[src/rtl/sdram_arbiter.sv]
// sdram_arbiter: shares one pipelined Avalon-MM master between two requesters.
// Round-robin grant from IDLE, one command per grant, and a tag FIFO that
// routes variable-latency read returns back to the requester that issued them.
//
// Handshake: a command transfers on a rising edge where the owner's strobe
// (read or write) is high and waitrequest is low. Requesters hold command
// fields stable while their waitrequest is high. Read data returns with
// readdatavalid in the same order the reads were accepted.
module sdram_arbiter #(
  parameter int ADDR_W   = 25,
  parameter int DATA_W   = 32,
  parameter int MAX_PEND = 8
) (
  input  logic                  clk,
  input  logic                  rst,
  // requester 0
  input  logic [ADDR_W-1:0]     r0_address,
  input  logic                  r0_read,
  input  logic                  r0_write,
  input  logic [DATA_W-1:0]     r0_writedata,
  input  logic [DATA_W/8-1:0]   r0_byteenable,
  output logic                  r0_waitrequest,
  output logic [DATA_W-1:0]     r0_readdata,
  output logic                  r0_readdatavalid,
  // requester 1
  input  logic [ADDR_W-1:0]     r1_address,
  input  logic                  r1_read,
  input  logic                  r1_write,
  input  logic [DATA_W-1:0]     r1_writedata,
  input  logic [DATA_W/8-1:0]   r1_byteenable,
  output logic                  r1_waitrequest,
  output logic [DATA_W-1:0]     r1_readdata,
  output logic                  r1_readdatavalid,
  // master toward the SDRAM controller
  output logic [ADDR_W-1:0]     m_address,
  output logic                  m_read,
  output logic                  m_write,
  output logic [DATA_W-1:0]     m_writedata,
  output logic [DATA_W/8-1:0]   m_byteenable,
  input  logic                  m_waitrequest,
  input  logic [DATA_W-1:0]     m_readdata,
  input  logic                  m_readdatavalid,
  // status
  output logic [1:0]            dbg_state,
  output logic                  err
);

  localparam int PTR_W = $clog2(MAX_PEND);

  typedef enum logic [1:0] {
    IDLE = 2'd0,
    OWN0 = 2'd1,
    OWN1 = 2'd2
  } state_e;

  state_e                state_q, state_d;
  logic                  rr_q, rr_d;          // 1: r1 wins the next tie
  logic [MAX_PEND-1:0]   tag_q, tag_d;        // requester ID per pending read
  logic [PTR_W-1:0]      wr_ptr_q, wr_ptr_d;
  logic [PTR_W-1:0]      rd_ptr_q, rd_ptr_d;
  logic [PTR_W:0]        count_q, count_d;
  logic                  err_q, err_d;

  logic fifo_full, fifo_empty;
  logic elig0, elig1;
  logic accept, push, pop, head_id;

  assign fifo_full  = (count_q == (PTR_W+1)'(MAX_PEND));
  assign fifo_empty = (count_q == '0);

  // A read (including read+write) cannot be granted while no tag slot is free.
  assign elig0 = (r0_read | r0_write) & ~(r0_read & fifo_full);
  assign elig1 = (r1_read | r1_write) & ~(r1_read & fifo_full);

  assign accept  = (state_q != IDLE) & (m_read | m_write) & ~m_waitrequest;
  assign push    = accept & m_read;
  assign pop     = m_readdatavalid & ~fifo_empty;
  assign head_id = tag_q[rd_ptr_q];

  assign r0_readdata = m_readdata;
  assign r1_readdata = m_readdata;
  assign dbg_state   = state_q;
  assign err         = err_q;

  // Command path: owner's inputs pass straight through; everyone else stalls.
  always_comb begin
    m_address      = (state_q == OWN1) ? r1_address    : r0_address;
    m_writedata    = (state_q == OWN1) ? r1_writedata  : r0_writedata;
    m_byteenable   = (state_q == OWN1) ? r1_byteenable : r0_byteenable;
    m_read         = 1'b0;
    m_write        = 1'b0;
    r0_waitrequest = 1'b1;
    r1_waitrequest = 1'b1;
    if (!rst) begin
      case (state_q)
        OWN0: begin
          m_read         = r0_read;
          m_write        = r0_write;
          r0_waitrequest = m_waitrequest;
        end
        OWN1: begin
          m_read         = r1_read;
          m_write        = r1_write;
          r1_waitrequest = m_waitrequest;
        end
        default: ;
      endcase
    end
  end

  // Return path: the FIFO head names the requester that gets this beat.
  always_comb begin
    r0_readdatavalid = pop & ~head_id & ~rst;
    r1_readdatavalid = pop &  head_id & ~rst;
  end

  // Next-state: grant FSM, round-robin pointer, tag FIFO and sticky error.
  always_comb begin
    state_d  = state_q;
    rr_d     = rr_q;
    tag_d    = tag_q;
    wr_ptr_d = wr_ptr_q;
    rd_ptr_d = rd_ptr_q;
    count_d  = count_q;
    err_d    = err_q;

    case (state_q)
      IDLE: begin
        if (elig0 && elig1) begin
          state_d = rr_q ? OWN1 : OWN0;
          rr_d    = ~rr_q;
        end else if (elig0) begin
          state_d = OWN0;
          rr_d    = 1'b1;
        end else if (elig1) begin
          state_d = OWN1;
          rr_d    = 1'b0;
        end
      end
      OWN0, OWN1: begin
        // One command per grant; an abandoned request also releases the bus.
        if (accept || !(m_read || m_write)) state_d = IDLE;
      end
      default: state_d = IDLE;
    endcase

    if (push) begin
      tag_d[wr_ptr_q] = (state_q == OWN1);
      wr_ptr_d        = wr_ptr_q + PTR_W'(1);
    end
    if (pop) rd_ptr_d = rd_ptr_q + PTR_W'(1);

    case ({push, pop})
      2'b10:   count_d = count_q + (PTR_W+1)'(1);
      2'b01:   count_d = count_q - (PTR_W+1)'(1);
      default: count_d = count_q;
    endcase

    if (m_readdatavalid && fifo_empty) err_d = 1'b1;
  end

  // State registers with synchronous reset.
  always_ff @(posedge clk) begin
    if (rst) begin
      state_q  <= IDLE;
      rr_q     <= 1'b0;
      tag_q    <= '0;
      wr_ptr_q <= '0;
      rd_ptr_q <= '0;
      count_q  <= '0;
      err_q    <= 1'b0;
    end else begin
      state_q  <= state_d;
      rr_q     <= rr_d;
      tag_q    <= tag_d;
      wr_ptr_q <= wr_ptr_d;
      rd_ptr_q <= rd_ptr_d;
      count_q  <= count_d;
      err_q    <= err_d;
    end
  end

endmodule

[config.mk]
export PLATFORM = sky130hd
export DESIGN_NAME = sdram_arbiter
export DESIGN_NICKNAME = d
export VERILOG_FILES = /design/src/rtl/sdram_arbiter.sv
export SDC_FILE = /design/constraint.sdc
export NUM_CORES = 1
export LEC_CHECK = 0
export BUFFER_PORTS_ARGS = -buffer_cell sky130_fd_sc_hd__buf_2
export CORE_AREA = 2 2 116 118
export DETAILED_ROUTE_END_ITERATION = 6
export DIE_AREA = 0 0 118 120
export GPL_TIMING_DRIVEN = 0
export SETUP_SLACK_MARGIN = 0.3
export SLEW_MARGIN = 20
export SYNTH_ARGS = -nofsm -noshare
export SYNTH_HDL_FRONTEND = slang
export SYNTH_SLANG_ARGS = --single-unit
[constraint.sdc]
create_clock -name clk -period 3.1 [get_ports clk]
set_input_delay 0.31 -clock clk [delete_from_list [all_inputs] [get_ports clk]]
set_output_delay 0.31 -clock clk [all_outputs]
set_load 0.05 [all_outputs]
== After elaboration in Yosys (flattened, before gate mapping) ==
Index checks and enable logic that the tools add are counted.

* Flip-flop bits (word level): 22
* Bits in latches: 0
* RAM bits: 0
* ROM bits: 0
* Input port bits: 162
* Output and inout port bits: 134
* Word-level logic and storage cells: 83
* Memories kept: 0

* $add $sub $neg: 4
* $mul: 0
* Divide/modulo/power cells: 0
* Order comparisons: 3
* Equal/unequal tests: 7
* Shift-type cells: 0
* Mux-type cells: 26
* Bitwise logic cells: 22
* Reductions and logical operators: 14

{| class="wikitable"
|+ Operator list
! cell !! count
|-
| $mux 32 || 1
|-
| $mux 25 || 1
|-
| $and 1x1->1 || 12
|-
| $mux 1 || 11
|-
| $mux 2 || 5
|-
| $bwmux 8 || 1
|-
| $lt 3x4->1 const B || 2
|-
| $pmux 4 s2 || 1
|-
| $not 1->1 || 7
|-
| $add 3x1->3 const B || 2
|-
| $add 4x1->4 const B || 1
|-
| $eq 2x1->1 const B || 2
|-
| $eq 2x2->1 const B || 2
|-
| $eq 4x4->1 const B || 1
|-
| $logic_not 4->1 || 1
|-
| $mux 4 || 1
|-
| $ne 4x4->1 const B || 1
|-
| $pmux 1 s2 || 2
|-
| $pmux 2 s2 || 1
|-
| $reduce_and 2->1 || 2
|-
| $reduce_bool 2->1 || 2
|-
| $sub 4x1->4 const B || 1
|-
| $bmux 1 s3 || 1
|-
| $demux 1 s3 || 1
|-
| 9 further kinds || 14
|}

== Logic depth before layout (Yosys ltp) ==
* Depth in word-level cells: 9
* Gate-level depth with buffers: 12
* Gate-level depth less buffers: 11

== Worst setup path after synthesis ==
Ideal clock, no wire load.

* Path type: register -> register
* Start: register state_q[0] (netlist: dbg_state[0])
* End: register count_q[2]
* Library setup time: 70 ps
* Arrival time: 2827 ps
* Data required time: 3030 ps
* Slack: 203 ps
* Cell stages (with the launch flop): 13
* Buffers on the path: 1
* Clock period less this slack: 2897 ps
* Path through: dfxtp_1 > inv_1 > ha_1 > nor2b_1 > buf_6 > nand3_1 > ha_1 > xor2_1 > ha_1 > a21oi_1 > xor2_1 > or3_1 > a21oi_1

* Longest elaborated chain between the ends: 9
* Elaborated cells on any way between the ends: 15
* Those cells by class: eq/ne: 4; mux: 5; bitwise: 4; reduce/logical: 2

{| class="wikitable"
|+ RTL lines
! what !! line !! RTL
|-
| start: declaration || 56 || <nowiki>state_e state_q, state_d;</nowiki>
|-
| start signal: assignment || 173 || <nowiki>state_q <= state_d;</nowiki>
|-
| $eq 2x2->1 / $eq 2x1->1 (equally long branches) || 95 || <nowiki>case (state_q)</nowiki>
|-
| $pmux 1 s2 || 95 ||
|-
| $mux 1 || 94 || <nowiki>if (!rst) begin</nowiki>
|-
| $or 1x1->1 || 75 || <nowiki>assign accept = (state_q != IDLE) & (m_read | m_write) & ~m_waitrequest;</nowiki>
|-
| $and 1x1->1 (2 in series) || 75 ||
|-
| $and 1x1->1 * || 76 || <nowiki>assign push = accept & m_read;</nowiki>
|-
| $eq 2x1->1 / $eq 2x2->1 (equally long branches) || 153 || <nowiki>case ({push, pop})</nowiki>
|-
| $pmux 4 s2 / $reduce_bool 2->1 (equally long branches) || -- ||
|-
| end signal: assignment || 178 || <nowiki>count_q <= count_d;</nowiki>
|-
| end: declaration || 61 || <nowiki>logic [PTR_W:0] count_q, count_d;</nowiki>
|}

Mark *: on every way between the ends. The rest lies on a longest branch, timed or not.
A chain may end at the register's enable or synchronous reset.

== Worst setup path in the final report ==
Same ends and word-level chain as after synthesis.

==> metrics.yaml <==
critical_path:
  cp-endpoint: "count_q[2]"
  crit_path_max_fanout: 9
  cp_data_required_time_ns: 3.29
  r2r-start: "dbg_state[0]"
  r2r_cells: 12
  crit_arrival_ns: 2.81
  startpoint: "dbg_state[0]"
  cp-end-kind: "register"
  reg2reg_to: "count_q[2]"
  rrSetupSlack_ns: 0.48
  critPathKind: "reg2reg"
  start_kind: "register"
yosys:
  synthCells: 276
  synthTopCellsByArea: "mux2_2 28%, buf_4 19%, dfxtp_1 17%"
  ys_ff_latch: 22
  syn-mean-instance-area_um2: 9.19
  synth_top_area_frac: 0.275
  synthDistinctLibCells: 41
  syn_nets: 447
  yosysTopAreaCell: "mux2_2"
  syn_area_um2: 2540
  seq_area_frac_synth: 0.174
  yosysWarnings: 0
clocking:
  cts_buffers: 3
  clk_pin_slew_ns: 0.06
  clock_latency_ns: 0.25
  htree_levels: 1
  cts_root_buf: "clkbuf_16"
  cts_buffer_depth: 2
  cts.sinks: 22
  ctsHoldBuffers: 0
  cts_tree: "built"
timing:
  setup_viol: 0
  maxSlewHeadroom: 0.708
  min_period_ns: 2.62
  rsz0062_at_grt: "true"
  finalHoldViolations: 0
  min_period_over_period: 0.846
  worst_pin_slew_ns: 0.433
  holdWs_ns: 0.308
  fin_tns_setup_ns: 0
  skew_ns: 0.00194
  fmax_mhz: 381
  maxSlewViolCount: 0
power_and_ir_drop:
  vdd_ir_drop_max_uv: 166
  p_int_mw: 0.815
  seqPwrFrac: 0.180
  clkPwrFrac: 0.159
  combinationalPowerShare: 0.660
  swShare: 0.513
  power_leakage_nw: 2.19
  p_per_area_nw_per_um2: 403
  switchingPower_mw: 0.860
die:
  dieWidth_um: 118
  row_count: 42
  dieHeight_um: 120
  dieArea_um2: 14200
  initial_core_util: 0.195
  ios: 296
  core_um2: 13000
global_routing:
  gr-usage-all-layers: 0.132
  antenna_found_initial: 0
  grt_pass1_vias: 2661
  grt_pass1_wl_um: 14800
  grt_start_max_net_pins: 12
  grt_overflow: 0
cells_and_area:
  multiInputGateArea_um2: 1520
  final_cell_mix: "270 x buf_2, 64 x buf_4, 62 x mux2_2"
  layout_commonest_cell: "buf_2"
  drive_gt1_frac: 0.762
  final_nets: 715
  area_growth_pct: 63.9
  fillCellCount: 1422
  seqCellArea_um2: 443
  diodes: 0
  fin_util: 0.320
run_status:
  status: "completed"
route:
  vias_per_cell: 3.89
  dr_total_vias: 2794
  route.detailed.wl_per_inst_um: 14.4
  dr.pass1.iters: 4
  drc: 0
  drt-initial-drc-count: 62
  wl_um: 10300
  ant_nets: 0
min_path:
  hold_class: "in2reg"
placement:
  io_buffers: 263
  dp_hpwl_um: 9190
  gp_congestion: 0.866
job:
  cap_viol_max_count: 0
==> power groups by stage <==
stage / Sequential (mW) / Combinational (mW) / Clock, mW
2_1_floorplan: 0.326 / 0.824 / 0
3_3_place_gp: 0.308 / 1.11 / 0
3_5_place_dp: 0.308 / 1.11 / 0
4_1_cts: 0.302 / 1.11 / 0.277
5_1_grt: 0.303 / 1.16 / 0.288
6_report: 0.302 / 1.11 / 0.267
==> worst min path at each step <==
| stage | end | depth (start not counted) | from | slack, ns |
|---|---|---|---|---|
| after floorplan | tag_q[2] | 2 | tag_q[2] | 0.45 |
| after global placement | err | 2 | err | 0.45 |
| after detailed placement | err | 2 | err | 0.47 |
| after CTS | err | 3 | m_readdatavalid | 0.31 |
| after global routing | err | 3 | m_readdatavalid | 0.33 |
| final | err | 3 | m_readdatavalid | 0.31 |
==> state kept, by name, indices dropped and copies added, names as in the netlist <==
name       cells
rd_ptr_q       3
err            1
rr_q           1
wr_ptr_q       3
dbg_state      2
tag_q          8
count_q        4
==> synthesized netlist by cell type (all sizes together) <==
master and instances:
mux2i 10, nand4 5, nand2b 8, nor2b 3, o21bai 1, xnor2 1
nand4b 1, o211a 1, buf 74, a311oi 1, and2b 1, and2 2
nor3b 5, o41ai 2, a21o 1, ha 9, or3 1, nand3b 1
nor4 1, xor2 6, mux4 2, nand3 1, inv 4, mux2 62
o21ai 3, o2111ai 1, a211oi 2, o31ai 1, a21oi 8, a22o 2
nor3 4, clkbuf 4, o21a 1, or4bb 1, nor4b 1, nand2 6
dfxtp 22, nor2 17
==> worst max-delay path, stage by stage (launching register included) <==
cell and delay [ns]:
dfxtp_2 0.34, inv_1 0.09, ha_1 0.31, nor2b_1 0.16, buf_6 0.15, nand3_1 0.21
ha_2 0.30, xor2_1 0.14, ha_1 0.18, a21oi_1 0.14, xor2_1 0.09, or3_1 0.31
a21oi_1 0.14
==> layer usage <==
| metal | part of all wire | GRT usage | vias to the layer above |
|---|---|---|---|
| met5 | 0 | 0 | - |
| met1 | 0.42 | 0.166 | 1234 |
| li1 | - | - | 1433 |
| met2 | 0.48 | 0.225 | 118 |
| met3 | 0.086 | 0.0428 | 9 |
| met4 | 0.010 | 0.0226 | 0 |
==> cell families after synthesis <==
family	Yosys count	synth area share
buf+inv	82	0.228
mux	74	0.332
simple gates	58	0.131
fa+ha+maj	9	0.0444
compound gates	24	0.0661
xor+xnor	7	0.0242
flops	22	0.174
==> cell type report <==
| cell class | instances | share of cell area |
|---|---|---|
| Clock buffer | 3 | 0.0181 |
| Multi-Input combinational cell | 172 | 0.366 |
| Tap cell | 176 | 0.0529 |
| Buffer | 78 | 0.136 |
| Inverter | 4 | 0.00361 |
| Timing Repair Buffer | 263 | 0.316 |
| Sequential cell | 22 | 0.106 |
==> per-stage QoR <==
stage | std cells | power, mW | setup slack [ns] | area, um^2
global route | 718 | 1.75 | 0.257 | 4160
floorplan | 276 | 1.15 | 0.405 | 2540
global placement | 715 | 1.42 | 0.357 | 4080
finish | 718 | 1.68 | 0.478 | 4160
detailed placement | 715 | 1.42 | 0.331 | 4080
CTS | 718 | 1.69 | 0.307 | 4150
==> what timing repair did <==
item	CTS	global route
setup endpoints to repair	0	34
resized for setup	0	5
endpoints found under the hold margin	0	0
setup buffers	0	0
Note: power is estimated with default switching activity, not from simulation.
